### config.mk
export PLATFORM = sky130hd
export DESIGN_NAME = uart_rx_flat
export DESIGN_NICKNAME = d
export VERILOG_FILES = /design/src/rtl/uart_pkg.sv /design/src/rtl/uart_rx_if.sv /design/src/rtl/uart_rx_sync.sv /design/src/rtl/uart_rx.sv /design/src/flat_wrapper.sv
export SDC_FILE = /design/constraint.sdc
export NUM_CORES = 1
export LEC_CHECK = 0
export CAP_MARGIN = 20
export CORE_ASPECT_RATIO = 0.7
export CORE_MARGIN = 2
export CORE_UTILIZATION = 23
export DETAILED_ROUTE_END_ITERATION = 8
export PLACE_DENSITY = 0.44
export SYNTH_ARGS = -nofsm -noshare
export SYNTH_HDL_FRONTEND = slang
export SYNTH_HIERARCHICAL = 1
export SYNTH_SLANG_ARGS = --single-unit
### constraint.sdc
create_clock -name clk -period 2.23 [get_ports clk]
set_input_delay 0.3345 -clock clk [delete_from_list [all_inputs] [get_ports clk]]
set_output_delay 0.3345 -clock clk [all_outputs]
set_load 0.01 [all_outputs]
### src/rtl/uart_pkg.sv
// Shared UART definitions: the receiver and the transmitter both use this state
// type and the default oversampling ratio.
package uart_pkg;

  typedef enum logic [2:0] {
    IDLE,
    START,
    DATA,
    PARITY,
    STOP,
    DONE
  } uart_state_t;

  localparam int UART_OVERSAMPLE = 16;

endpackage

### src/rtl/uart_rx_if.sv
// Receiver-side bus: serial input, per-frame parity enable, and the
// received-byte and status outputs.
interface uart_rx_if #(
  parameter int DATA_BITS = 8
) ();

  logic                 parity_en;
  logic                 rx_uart;
  logic                 rx_data_valid;
  logic [DATA_BITS-1:0] rx_data;
  logic                 parity_err;
  logic                 frame_err;
  logic                 busy;

  modport slave (
    input  parity_en,
    input  rx_uart,
    output rx_data_valid,
    output rx_data,
    output parity_err,
    output frame_err,
    output busy
  );

  modport master (
    output parity_en,
    output rx_uart,
    input  rx_data_valid,
    input  rx_data,
    input  parity_err,
    input  frame_err,
    input  busy
  );

endinterface

### src/rtl/uart_rx_sync.sv
// Two-flop synchroniser for the asynchronous serial line, plus a delay stage
// used to detect a high-to-low transition on the synchronised bit.
module uart_rx_sync (
  input  logic clk,
  input  logic reset,
  input  logic rx_uart,
  output logic rx_s,
  output logic fall
);

  logic sync1_q, sync1_d;
  logic sync2_q, sync2_d;
  logic prev_q,  prev_d;

  always_comb begin
    sync1_d = rx_uart;
    sync2_d = sync1_q;
    prev_d  = sync2_q;
  end

  // Flops reset to the idle-line level so reset release alone is no edge.
  always_ff @(posedge clk or posedge reset) begin
    if (reset) begin
      sync1_q <= 1'b1;
      sync2_q <= 1'b1;
      prev_q  <= 1'b1;
    end else begin
      sync1_q <= sync1_d;
      sync2_q <= sync2_d;
      prev_q  <= prev_d;
    end
  end

  assign rx_s = sync2_q;
  assign fall = prev_q & ~sync2_q;

endmodule

### src/rtl/uart_rx.sv
// Oversampled UART receiver: start-bit validation, mid-bit sampling of
// LSB-first data, optional even parity, and stop-bit framing check.
module uart_rx
  import uart_pkg::*;
#(
  parameter int OVERSAMPLE = UART_OVERSAMPLE,
  parameter int DATA_BITS  = 8
) (
  input  logic     clk,
  input  logic     reset,
  uart_rx_if.slave bus
);

  localparam int CNT_W = $clog2(OVERSAMPLE);
  localparam int BIT_W = $clog2(DATA_BITS + 1);

  localparam logic [CNT_W-1:0] CNT_HALF = CNT_W'(OVERSAMPLE / 2 - 1);
  localparam logic [CNT_W-1:0] CNT_LAST = CNT_W'(OVERSAMPLE - 1);
  localparam logic [BIT_W-1:0] BIT_LAST = BIT_W'(DATA_BITS - 1);

  logic rx_s;
  logic fall;

  uart_rx_sync u_sync (
    .clk     (clk),
    .reset   (reset),
    .rx_uart (bus.rx_uart),
    .rx_s    (rx_s),
    .fall    (fall)
  );

  uart_state_t          state_q,   state_d;
  logic [CNT_W-1:0]     cnt_q,     cnt_d;
  logic [BIT_W-1:0]     bit_cnt_q, bit_cnt_d;
  logic [DATA_BITS-1:0] shift_q,   shift_d;
  logic                 par_en_q,  par_en_d;
  logic                 par_bad_q, par_bad_d;
  logic [DATA_BITS-1:0] data_q,    data_d;
  logic                 valid_q,   valid_d;
  logic                 perr_q,    perr_d;
  logic                 ferr_q,    ferr_d;
  logic                 busy_q,    busy_d;

  always_comb begin
    state_d   = state_q;
    cnt_d     = cnt_q;
    bit_cnt_d = bit_cnt_q;
    shift_d   = shift_q;
    par_en_d  = par_en_q;
    par_bad_d = par_bad_q;
    data_d    = data_q;
    valid_d   = 1'b0;
    perr_d    = 1'b0;
    ferr_d    = 1'b0;

    case (state_q)
      IDLE: begin
        if (fall) begin
          state_d = START;
          cnt_d   = '0;
        end
      end

      START: begin
        if (cnt_q == CNT_HALF) begin
          if (!rx_s) begin
            state_d   = DATA;
            cnt_d     = '0;
            bit_cnt_d = '0;
            par_en_d  = bus.parity_en;
            par_bad_d = 1'b0;
          end else begin
            state_d = IDLE;
            cnt_d   = '0;
          end
        end else begin
          cnt_d = cnt_q + 1'b1;
        end
      end

      DATA: begin
        if (cnt_q == CNT_LAST) begin
          cnt_d     = '0;
          shift_d   = shift_q >> 1;
          shift_d[DATA_BITS-1] = rx_s;
          bit_cnt_d = bit_cnt_q + 1'b1;
          if (bit_cnt_q == BIT_LAST) begin
            state_d = par_en_q ? PARITY : STOP;
          end
        end else begin
          cnt_d = cnt_q + 1'b1;
        end
      end

      PARITY: begin
        if (cnt_q == CNT_LAST) begin
          cnt_d     = '0;
          par_bad_d = rx_s ^ (^shift_q);
          state_d   = STOP;
        end else begin
          cnt_d = cnt_q + 1'b1;
        end
      end

      STOP: begin
        // Leave at mid stop bit; the second half is idle time for resync.
        if (cnt_q == CNT_LAST) begin
          cnt_d   = '0;
          state_d = IDLE;
          data_d  = shift_q;
          ferr_d  = ~rx_s;
          perr_d  = par_bad_q;
          valid_d = rx_s & ~par_bad_q;
        end else begin
          cnt_d = cnt_q + 1'b1;
        end
      end

      default: begin
        state_d = IDLE;
        cnt_d   = '0;
      end
    endcase

    busy_d = (state_d != IDLE);
  end

  always_ff @(posedge clk or posedge reset) begin
    if (reset) begin
      state_q   <= IDLE;
      cnt_q     <= '0;
      bit_cnt_q <= '0;
      shift_q   <= '0;
      par_en_q  <= 1'b0;
      par_bad_q <= 1'b0;
      data_q    <= '0;
      valid_q   <= 1'b0;
      perr_q    <= 1'b0;
      ferr_q    <= 1'b0;
      busy_q    <= 1'b0;
    end else begin
      state_q   <= state_d;
      cnt_q     <= cnt_d;
      bit_cnt_q <= bit_cnt_d;
      shift_q   <= shift_d;
      par_en_q  <= par_en_d;
      par_bad_q <= par_bad_d;
      data_q    <= data_d;
      valid_q   <= valid_d;
      perr_q    <= perr_d;
      ferr_q    <= ferr_d;
      busy_q    <= busy_d;
    end
  end

  assign bus.rx_data_valid = valid_q;
  assign bus.rx_data       = data_q;
  assign bus.parity_err    = perr_q;
  assign bus.frame_err     = ferr_q;
  assign bus.busy          = busy_q;

endmodule
### src/flat_wrapper.sv
// flat-port wrapper written by rule: the top's interface ports become plain ports
module uart_rx_flat import uart_pkg::*;
#(
  parameter int OVERSAMPLE = UART_OVERSAMPLE,
  parameter int DATA_BITS  = 8
)
  (clk, reset, bus_parity_en, bus_rx_uart, bus_rx_data_valid, bus_rx_data, bus_parity_err, bus_frame_err, bus_busy);
  uart_rx_if #(.DATA_BITS(DATA_BITS)) bus_i ();
  input  logic clk;
  input  logic reset;
  input wire logic [$bits(bus_i.parity_en)-1:0] bus_parity_en;
  input wire logic [$bits(bus_i.rx_uart)-1:0] bus_rx_uart;
  output wire logic [$bits(bus_i.rx_data_valid)-1:0] bus_rx_data_valid;
  output wire logic [$bits(bus_i.rx_data)-1:0] bus_rx_data;
  output wire logic [$bits(bus_i.parity_err)-1:0] bus_parity_err;
  output wire logic [$bits(bus_i.frame_err)-1:0] bus_frame_err;
  output wire logic [$bits(bus_i.busy)-1:0] bus_busy;
  assign bus_i.parity_en = bus_parity_en;
  assign bus_i.rx_uart = bus_rx_uart;
  assign bus_rx_data_valid = bus_i.rx_data_valid;
  assign bus_rx_data = bus_i.rx_data;
  assign bus_parity_err = bus_i.parity_err;
  assign bus_frame_err = bus_i.frame_err;
  assign bus_busy = bus_i.busy;
  uart_rx #(.OVERSAMPLE(OVERSAMPLE), .DATA_BITS(DATA_BITS)) u_core (.clk(clk), .reset(reset), .bus(bus_i));
endmodule
==> results by group, run 1 <==
STA
  – Max Slew Vio Count: 0
  – Tmin final: approximately 1800 ps
  – Final Setup Violations: 0
  – Final-report hold violation count: 0
  – Worst clock skew: about 6.5 ps
  – RSZ-0062 raised after global routing: no
  – Crit share post-route: 0.815
  – Peak Freq: roughly 550 MHz
  – Actual slew at the worst max-slew pin: 673 ps
  – Setup TNS: 0 ps
  – Slew HR: 0.548

Finish
  – Ratio of cells with drive above 1 in the final layout: 0.208
  – Post-route cell area: a little over 2000 sq um
  – Area growth, synth to finish: 21.9%
  – Nets: 159
  – Antenna fix cells: 0

Logic synthesis
  – Avg Inst Size Synth: approximately 12 sq um
  – Synth top area share: 0.498
  – Synthesized flop and latch total: 36
  – Syn Inst Count: between 100 and 150
  – Mapped cell area: 1660 sq um
  – Synth top area cells: dfrtp_1, mux2_2, dfstp_2
  – Unique cell type count in the Yosys netlist: 38
  – Post-synth top area cell: dfrtp_1
  – Fraction of registers with async set/reset: 1.00
  – Post-synth top flop: dfrtp_1
  – Post-synth EDFFs: 0
  – Yosys Warn Count: 6
  – Sequential share of the synthesized area: 0.545
  – Mapped Nets: about 140

Routing
  – Wire per inst: around 13 microns
  – Drt initial violations: just under 80
  – Routed wire length: ~3300 microns
  – Vias/cell: approximately 4.3
  – ANT nets after route: 0
  – Vias post-DR: approximately 1.1k
  – Drt drc: 0
  – First-pass DRT Iterations: 4

Die
  – Die width: ~110 microns
  – Core Region: 6880 sq um
  – Std cell rows: 25
  – Ports: 16
  – Initial Util: 0.241
  – Die area: just under 8000 sq um
  – Die Ht: about 75 microns

Clocking
  – Clock Sinks: 36
  – H-tree depth: 2
  – Clock root cell: clkbuf_8
  – TritonCTS clock tree: built
  – Post-cts repair resize count: 0
  – CTS max path bufs: 2
  – Worst-Skew Late Latency: 280 ps
  – Setup Buffers After CTS: 0
  – Num CTS Buffers: 5
  – Clk slew on worst S/H paths: ~70 ps
  – Cts hold-fix bufs: 0

Global route
  – Gr usage total: 0.0929
  – Vias in the first global route: roughly 1.1k
  – Initial antenna violation count: 0
  – Largest net degree at the start of global routing: 34
  – Global route total overflow: 0
  – First-pass GRT wire length: roughly 5500 microns

Critical path
  – Crit. End Element: register
  – Crit path DAT: 1980 ps
  – Startpoint Class: register
  – Slowest-stage cell, CP: mux2_1
  – CP cell instances: ha_1 > and3_1 > nand3_2 > mux2_1
  – R2r setup slk: around 410 ps
  – Largest delay share family, worst path: simple AND/OR/NAND/NOR gates
  – CP Max Fanout: 11
  – Worst path required time: roughly 2400 ps
  – Worst path max stage delay: just over 400 ps
  – Critical path class: reg2reg
  – Number of buffers and inverters on the critical path: 0

Pwr
  – Power share of the clock group: 0.339
  – Reg power frac: 0.471
  – P_leak: ~0.90 nW
  – Int Power: 0.00130 W
  – Worst vdd ir: between 300 and 400 uV
  – Pwr dens: between 900 and 1000 nW/um^2
  – Logic pwr share: 0.190
  – Net Sw Power: around 0.00053 W
  – Switching Share: 0.290

Placed design
  – GPL Wtd Cong: between 0.7 and 0.8
  – Cell Area, Placed: 1900 sq um
  – Post-DP HPWL: around 2400 microns
  – Port-buffer cells: 15

Hold path
  – HP Class: reg2reg

Flow run
  – MaxCap Viol Count: 0

Status
  – Status: finished clean
## placed cells by master, fill, tap and decap left out, types with 2 or more instances in the layout
cell and count:
clkbuf_8 7, nor2_1 7, mux2_2 13, ha_1 2
mux2_1 3, o21ai_0 5, and3_1 2, nand4b_1 3
xor2_1 6, dfrtp_1 33, o211ai_1 3, dfstp_2 3
xnor2_1 7, nand3_1 9, inv_1 4, nand2_1 10
clkdlybuf4s50_1 15
## cell usage after synthesis, drive strengths merged, types with 2 or more instances
cell type / count
and3: 2
buf: 6
dfrtp: 33
dfstp: 3
ha: 2
inv: 4
mux2: 16
nand2: 10
nand3: 10
nand4b: 3
nor2: 8
nor2b: 2
nor3: 2
nor3b: 2
nor4: 2
o211ai: 3
o21ai: 6
xnor2: 7
xor2: 6
## state kept, by name (all words and copies together), names as in the netlist, 3 cells and up
signal              count
u_core/cnt_q            4
u_core/state_q          3
u_core/bit_cnt_q        4
u_core/bus.rx_data      8
u_core/shift_q          8
## layer usage
| layer | track usage | vias up | part of all wire |
|---|---|---|---|
| li1 | - | 507 | - |
| met1 | 0.132 | 518 | 0.53 |
| met2 | 0.132 | 26 | 0.41 |
| met3 | 0.0277 | 5 | 0.046 |
| met4 | 0.0395 | 0 | 0.0092 |
| met5 | 0 | - | 0 |
## power by group through the flow
stage	Clock, W	Combinational [W]	Sequential (W)
4_1_cts	0.000645	0.000353	0.000857
3_3_place_gp	0	0.000341	0.000867
3_5_place_dp	0	0.000352	0.000869
5_1_grt	0.000684	0.000385	0.000875
2_1_floorplan	0	0.000336	0.000795
6_report	0.000620	0.000348	0.000862
## layout make-up
type	instances	area, sq um
Inverter	4	15.0
Clock buffer	7	96.3
Tap cell	94	118
Timing Repair Buffer	16	158
Clock inverter	1	30.0
Fill cell	718	4860
Sequential cell	36	905
Multi-Input combinational cell	90	701
## cells by family after synthesis
family	count (synthesis)	share of synthesized area
AND/OR/NAND/NOR	45	0.163
adder cells (fa/ha/maj)	2	0.0151
multiplexers	17	0.115
AO/OA/AOI/OAI	12	0.0475
XOR/XNOR	14	0.0822
buffers and inverters	10	0.0324
flip-flops	36	0.545
## final timing paths
check / from / to / cells past startpoint
max in group asynchronous: reset / u_core/state_q[0] / 3
setup reg to reg: u_core/cnt_q[0] / u_core/bus.rx_data[0] / 4
hold / removal: u_core/u_sync/sync1_q / u_core/u_sync/rx_s / 0
hold reg to reg: u_core/u_sync/sync1_q / u_core/u_sync/rx_s / 0
min in group asynchronous: reset / u_core/u_sync/rx_s / 2
setup / recovery: u_core/cnt_q[0] / u_core/bus.rx_data[0] / 4
## stage by stage
stage / power, W / util / instances / hold WS (ps) / worst slack [ps]
floorplan: 0.00113 / - / 136 / 268 / 619
global route: 0.00194 / 0.294 / 248 / 369 / 266
CTS: 0.00186 / 0.294 / 248 / 359 / 388
global placement: 0.00121 / 0.275 / 240 / 348 / 477
detailed placement: 0.00122 / 0.275 / 240 / 348 / 395
finish: 0.00183 / 0.294 / 248 / 357 / 413
(Power assumes the default switching activity.)
==> run 2, diff against run 1 <==
PLACE_DENSITY = 0.45   (was 0.44)
clock period = 1.65 ns   (was 2.23 ns; I/O delays follow)
==> results by group, run 2 (synthesized netlist as in run 1, its figures left out) <==
Status
  – Status: finished clean

STA
  – RSZ-0062 raised after global routing: no
  – Final Setup Violations: 0 (unchanged)
  – Crit share post-route: 0.930 (+0.115)
  – Slew HR: 0.671 (+0.124)
  – Peak Freq: 652 MHz (+18%)
  – Actual slew at the worst max-slew pin: 489 ps (-184 ps)
  – Tmin final: 1530 ps (-282 ps)
  – Setup TNS: 0 ps (unchanged)
  – Final-report hold violation count: 0 (unchanged)
  – Max Slew Vio Count: 0 (unchanged)
  – Hold slack: 333 ps (-23.9 ps)
  – Worst clock skew: 11.5 ps (+5.07 ps)

Critical path
  – Worst path required time: 1820 ps (-570 ps)
  – CP Max Fanout: 4 (-7)
  – Critical R2R Capture: u_core/bit_cnt_q[1]
  – R2r setup slk: 120 ps (-300 ps)
  – Critical Path Sink: u_core/bit_cnt_q[1]
  – Startpoint Class: register
  – Worst R2R Start: u_core/cnt_q[0]
  – Critical path class: reg2reg
  – Critical path startpoint: u_core/cnt_q[0]
  – Crit. End Element: register
  – Worst r2r path cells: 6 (+2)
  – Crit path DAT: 1710 ps (-270 ps)

Pwr
  – P_leak: 0.981 nW (+8.4%)
  – Total power: 0.00260 W (+42%)
  – Worst vdd ir: 387 uV (+23%)
  – Pwr dens: 1200 nW/um^2 (+32%)

Placed design
  – Post-DP HPWL: 2430 microns (+3.4%)
  – Port-buffer cells: 15 (unchanged)
  – GPL Wtd Cong: 0.829 (+7.9%)

Clocking
  – CTS max path bufs: 2 (unchanged)
  – Num CTS Buffers: 5 (unchanged)
  – Cts hold-fix bufs: 0 (unchanged)
  – TritonCTS clock tree: built
  – H-tree depth: 2 (unchanged)
  – Worst-Skew Late Latency: 300 ps (+20 ps)
  – Clock root cell: clkbuf_8
  – Clk slew on worst S/H paths: 70 ps (about the same)
  – Clock Sinks: 36 (unchanged)

Global route
  – Initial antenna violation count: 0 (unchanged)
  – Met1 GRT Util: 0.130 (-0.00200)
  – Vias in the first global route: 1164 (+9.7%)
  – Global route total overflow: 0 (unchanged)
  – GR Layer Usage met3: 0.0286 (+0.000866)
  – Gr busiest metal: met2
  – Met2 Usage GRT: 0.146 (+0.0143)
  – First-pass GRT wire length: 5830 microns (+5.2%)
  – Gr usage total: 0.0984 (+0.00554)
  – Largest net degree at the start of global routing: 34 (unchanged)

Die
  – Ports: 16 (unchanged)
  – Initial Util: 0.241 (unchanged)
  – Die area: 7920 sq um (unchanged)
  – Core Region: 6880 sq um (unchanged)
  – Die Ht: 75.1 microns (unchanged)
  – Std cell rows: 25 (unchanged)
  – Die width: 106 microns (unchanged)

Hold path
  – HP Class: in2async

Routing
  – Wire per inst: 12.8 microns (-2.8%)
  – Drt drc: 0 (unchanged)
  – Vias post-DR: 1137 (+7.7%)
  – Routed wire length: 3370 microns (+3.5%)
  – Drt initial violations: 14 (-82%)
  – First-pass DRT Iterations: 4 (unchanged)
  – ANT nets after route: 0 (unchanged)
  – Vias/cell: 4.31 (+1.1%)

Finish
  – Area growth, synth to finish: 30.6%
  – Most common cell after layout, fill and taps aside: dfrtp_1
  – Nets: 175 (+10%)
  – Antenna fix cells: 0 (unchanged)
  – Fin util: 0.315 (+0.0211)
  – Commonest non-fill, non-tap cells in the layout: dfrtp_1, buf_4, clkdlybuf4s50_1, mux2_2
  – Ratio of cells with drive above 1 in the final layout: 0.300 (+0.0922)
  – Fillcell total: 702 (-2.2%)

Flow run
  – MaxCap Viol Count: 0 (unchanged)
run 2: cell types whose count changed in the layout (fill, tap and decap cells not counted), sizes merged:
cell | previous run | this run
clkinv | 0 | 1
buf | 1 | 17
clkbuf | 7 | 6
run 2: routing by layer:
metal	up-vias	wire, microns
met5	-	0
met4	0	78
met3	7	119
met2	19	1380
met1	569	1800
li1	542	-
run 2: final cells by class:
| class | instances | area, sq um | area share |
|---|---|---|---|
| Multi-Input combinational cell | 90 | 732 | 0.338 |
| Timing Repair Buffer | 32 | 290 | 0.134 |
| Clock buffer | 6 | 72.6 | 0.0335 |
| Tap cell | 94 | 118 | 0.0543 |
| Clock inverter | 2 | 35.0 | 0.0162 |
| Inverter | 4 | 15.0 | 0.00693 |
| Sequential cell | 36 | 905 | 0.417 |
run 2: how the worst min path moves through the flow:
stage,endpoint,slack (ps),cells after the start
after CTS,u_core/u_sync/sync1_q,330,2
after floorplan,u_core/u_sync/prev_q,180,1
after global placement,u_core/u_sync/rx_s,350,0
after global routing,u_core/u_sync/rx_s,360,2
final,u_core/u_sync/rx_s,330,2
after detailed placement,u_core/u_sync/rx_s,350,0
run 2: stage by stage:
step           cells  setup WS, ps  cell area, sq um
2_1_floorplan    136          38.9              1660
3_3_place_gp     255         -18.0              2010
3_5_place_dp     255          6.62              2010
4_1_cts          263          6.44              2120
5_1_grt          264          28.9              2170
6_report         264           115              2170
run 2: worst max-delay path: stages, from the launching register on:
cell and delay [ps]:
dfrtp_1 400, ha_4 170, buf_4 110, nand4b_1 120, or4_4 470, nand3_1 100
nand2_1 60
run 2: what timing repair did:
action / in CTS / in global routing
setup buffers: 0 / 1
pin swaps: 1 / 1
setup endpoints to repair: 4 / 17
resized for setup: 1 / 5
run 2: where the power goes:
part           switching [W]  internal, W
Combinational       0.000324     0.000377
Clock               0.000319     0.000448
Sequential          0.000133     0.000995
==> run 3, diff against run 2 <==
CTS_BUF_LIST = sky130_fd_sc_hd__clkbuf_8   (was default)
SLEW_MARGIN = 20   (was default)
==> results by group, run 3 (synthesized netlist as in run 1, its figures left out) <==
STA
  – Max Slew Vio Count: 0 (unchanged)
  – Final-report hold violation count: 0 (unchanged)
  – Slew HR: 0.671 (unchanged)
  – Actual slew at the worst max-slew pin: 489 ps (unchanged)
  – RSZ-0062 raised after global routing: no
  – Final Setup Violations: 0 (unchanged)
  – Tmin final: 1530 ps (unchanged)
  – Crit share post-route: 0.930 (unchanged)
  – Peak Freq: 652 MHz (unchanged)
  – Worst clock skew: 11.6 ps (+0.0642 ps)

Critical path
  – Startpoint Class: register
  – Number of buffers and inverters on the critical path: 1 (unchanged)
  – Slowest-stage cell, CP: or4_4
  – Worst path required time: 1820 ps (about the same)
  – Critical path class: reg2reg
  – Crit path DAT: 1710 ps (about the same)
  – CP Max Fanout: 4 (unchanged)
  – Worst path max stage delay: 470 ps (about the same)
  – Largest delay share family, worst path: simple AND/OR/NAND/NOR gates
  – CP cell instances: ha_4 > buf_4 > nand4b_1 > or4_4 > nand3_1 > nand2_1
  – Crit. End Element: register

Clocking
  – Cts hold-fix bufs: 0 (unchanged)
  – Num CTS Buffers: 5 (unchanged)
  – Clock root cell: clkbuf_8
  – Clk slew on worst S/H paths: 70 ps (about the same)
  – CTS max path bufs: 2 (unchanged)
  – TritonCTS clock tree: built
  – H-tree depth: 2 (unchanged)
  – Clock Sinks: 36 (unchanged)
  – Worst-Skew Late Latency: 300 ps (about the same)

Global route
  – Global route total overflow: 0 (unchanged)
  – Vias in the first global route: 1164 (unchanged)
  – First-pass GRT wire length: 5830 microns (unchanged)
  – Gr usage total: 0.0984 (unchanged)
  – Largest net degree at the start of global routing: 34 (unchanged)
  – Initial antenna violation count: 0 (unchanged)

Status
  – Status: finished clean

Die
  – Die area: 7920 sq um (unchanged)
  – Die width: 106 microns (unchanged)
  – Std cell rows: 25 (unchanged)
  – Core Region: 6880 sq um (unchanged)
  – Die Ht: 75.1 microns (unchanged)
  – Initial Util: 0.241 (unchanged)
  – Ports: 16 (unchanged)

Flow run
  – MaxCap Viol Count: 0 (unchanged)

Placed design
  – Cell Area, Placed: 2010 sq um (unchanged)
  – Post-DP HPWL: 2430 microns (unchanged)
  – Port-buffer cells: 15 (unchanged)
  – GPL Wtd Cong: 0.829 (unchanged)

Pwr
  – Worst vdd ir: 387 uV (about the same)
  – P_leak: 0.985 nW (+0.42%)
  – Pwr dens: 1200 nW/um^2 (-0.25%)

Routing
  – Vias post-DR: 1135 (-0.18%)
  – ANT nets after route: 0 (unchanged)
  – Wire per inst: 12.7 microns (-0.18%)
  – First-pass DRT Iterations: 4 (unchanged)
  – Drt initial violations: 14 (unchanged)
  – Drt drc: 0 (unchanged)
  – Vias/cell: 4.30 (-0.18%)
  – Routed wire length: 3360 microns (-0.18%)

Finish
  – Antenna fix cells: 0 (unchanged)
  – Post-route cell area: 2170 sq um (unchanged)
  – Area growth, synth to finish: 30.6% (unchanged)
  – Most common cell after layout, fill and taps aside: dfrtp_1
  – Commonest non-fill, non-tap cells in the layout: dfrtp_1, buf_4, clkdlybuf4s50_1, mux2_2
  – Nets: 175 (unchanged)
  – Ratio of cells with drive above 1 in the final layout: 0.300 (unchanged)
  – Fin util: 0.315 (unchanged)

Hold path
  – HP Class: in2async
-- run 3: area by class of cell --
class                      instances  area [sq um]
timing repair buffer              32           290
clock buffer                       5          68.8
fill                             702          4710
clock inverter                     3          38.8
inverter                           4          15.0
tap                               94           118
sequential                        36           905
multi-input combinational         90           732
-- run 3: through the flow --
stage,hold slack [ps],setup WS [ps],instances,TNS (ps),total power [W]
after floorplan,181,38.9,136,0,0.00153
after global placement,347,-18.0,255,-18.0,0.00179
after detailed placement,351,6.62,255,0,0.00180
after CTS,328,6.44,263,0,0.00258
after global routing,362,28.9,264,0,0.00277
final,334,115,264,0,0.00259
-- run 3: final timing paths --
path	cells past startpoint	from	slack, ps	end
worst max-delay path	6	u_core/cnt_q[0]	120	u_core/bit_cnt_q[1]
worst min-delay path	2	reset	330	u_core/u_sync/sync1_q
worst min register to register	0	u_core/u_sync/sync1_q	360	u_core/u_sync/rx_s
max in group asynchronous	3	reset	970	u_core/state_q[2]
worst max register to register	6	u_core/cnt_q[0]	120	u_core/bit_cnt_q[1]
min in group clk	0	u_core/u_sync/sync1_q	360	u_core/u_sync/rx_s
-- run 3: timing repair --
item / CTS / global route
setup endpoints to repair: 4 / 17
pin swaps: 1 / 1
buffers inserted: 0 / 1
gates cloned: 0 / 0
gates resized for setup: 1 / 5
-- run 3: report_power, final --
| part | internal [W] | total [W] | switching [W] |
|---|---|---|---|
| sequential | 0.000995 | 0.00113 | 0.000133 |
| combinational | 0.000377 | 0.000701 | 0.000324 |
| clock | 0.000442 | 0.000761 | 0.000319 |
| total | 0.00181 | 0.00259 | 0.000776 |
-- run 3: metal layers --
metal  vias up  track usage  wire, microns
li1        543            -              -
met1       566        0.130           1800
met2        19        0.146           1370
met3         7       0.0286            119
met4         0       0.0570             78
met5         -            0              0
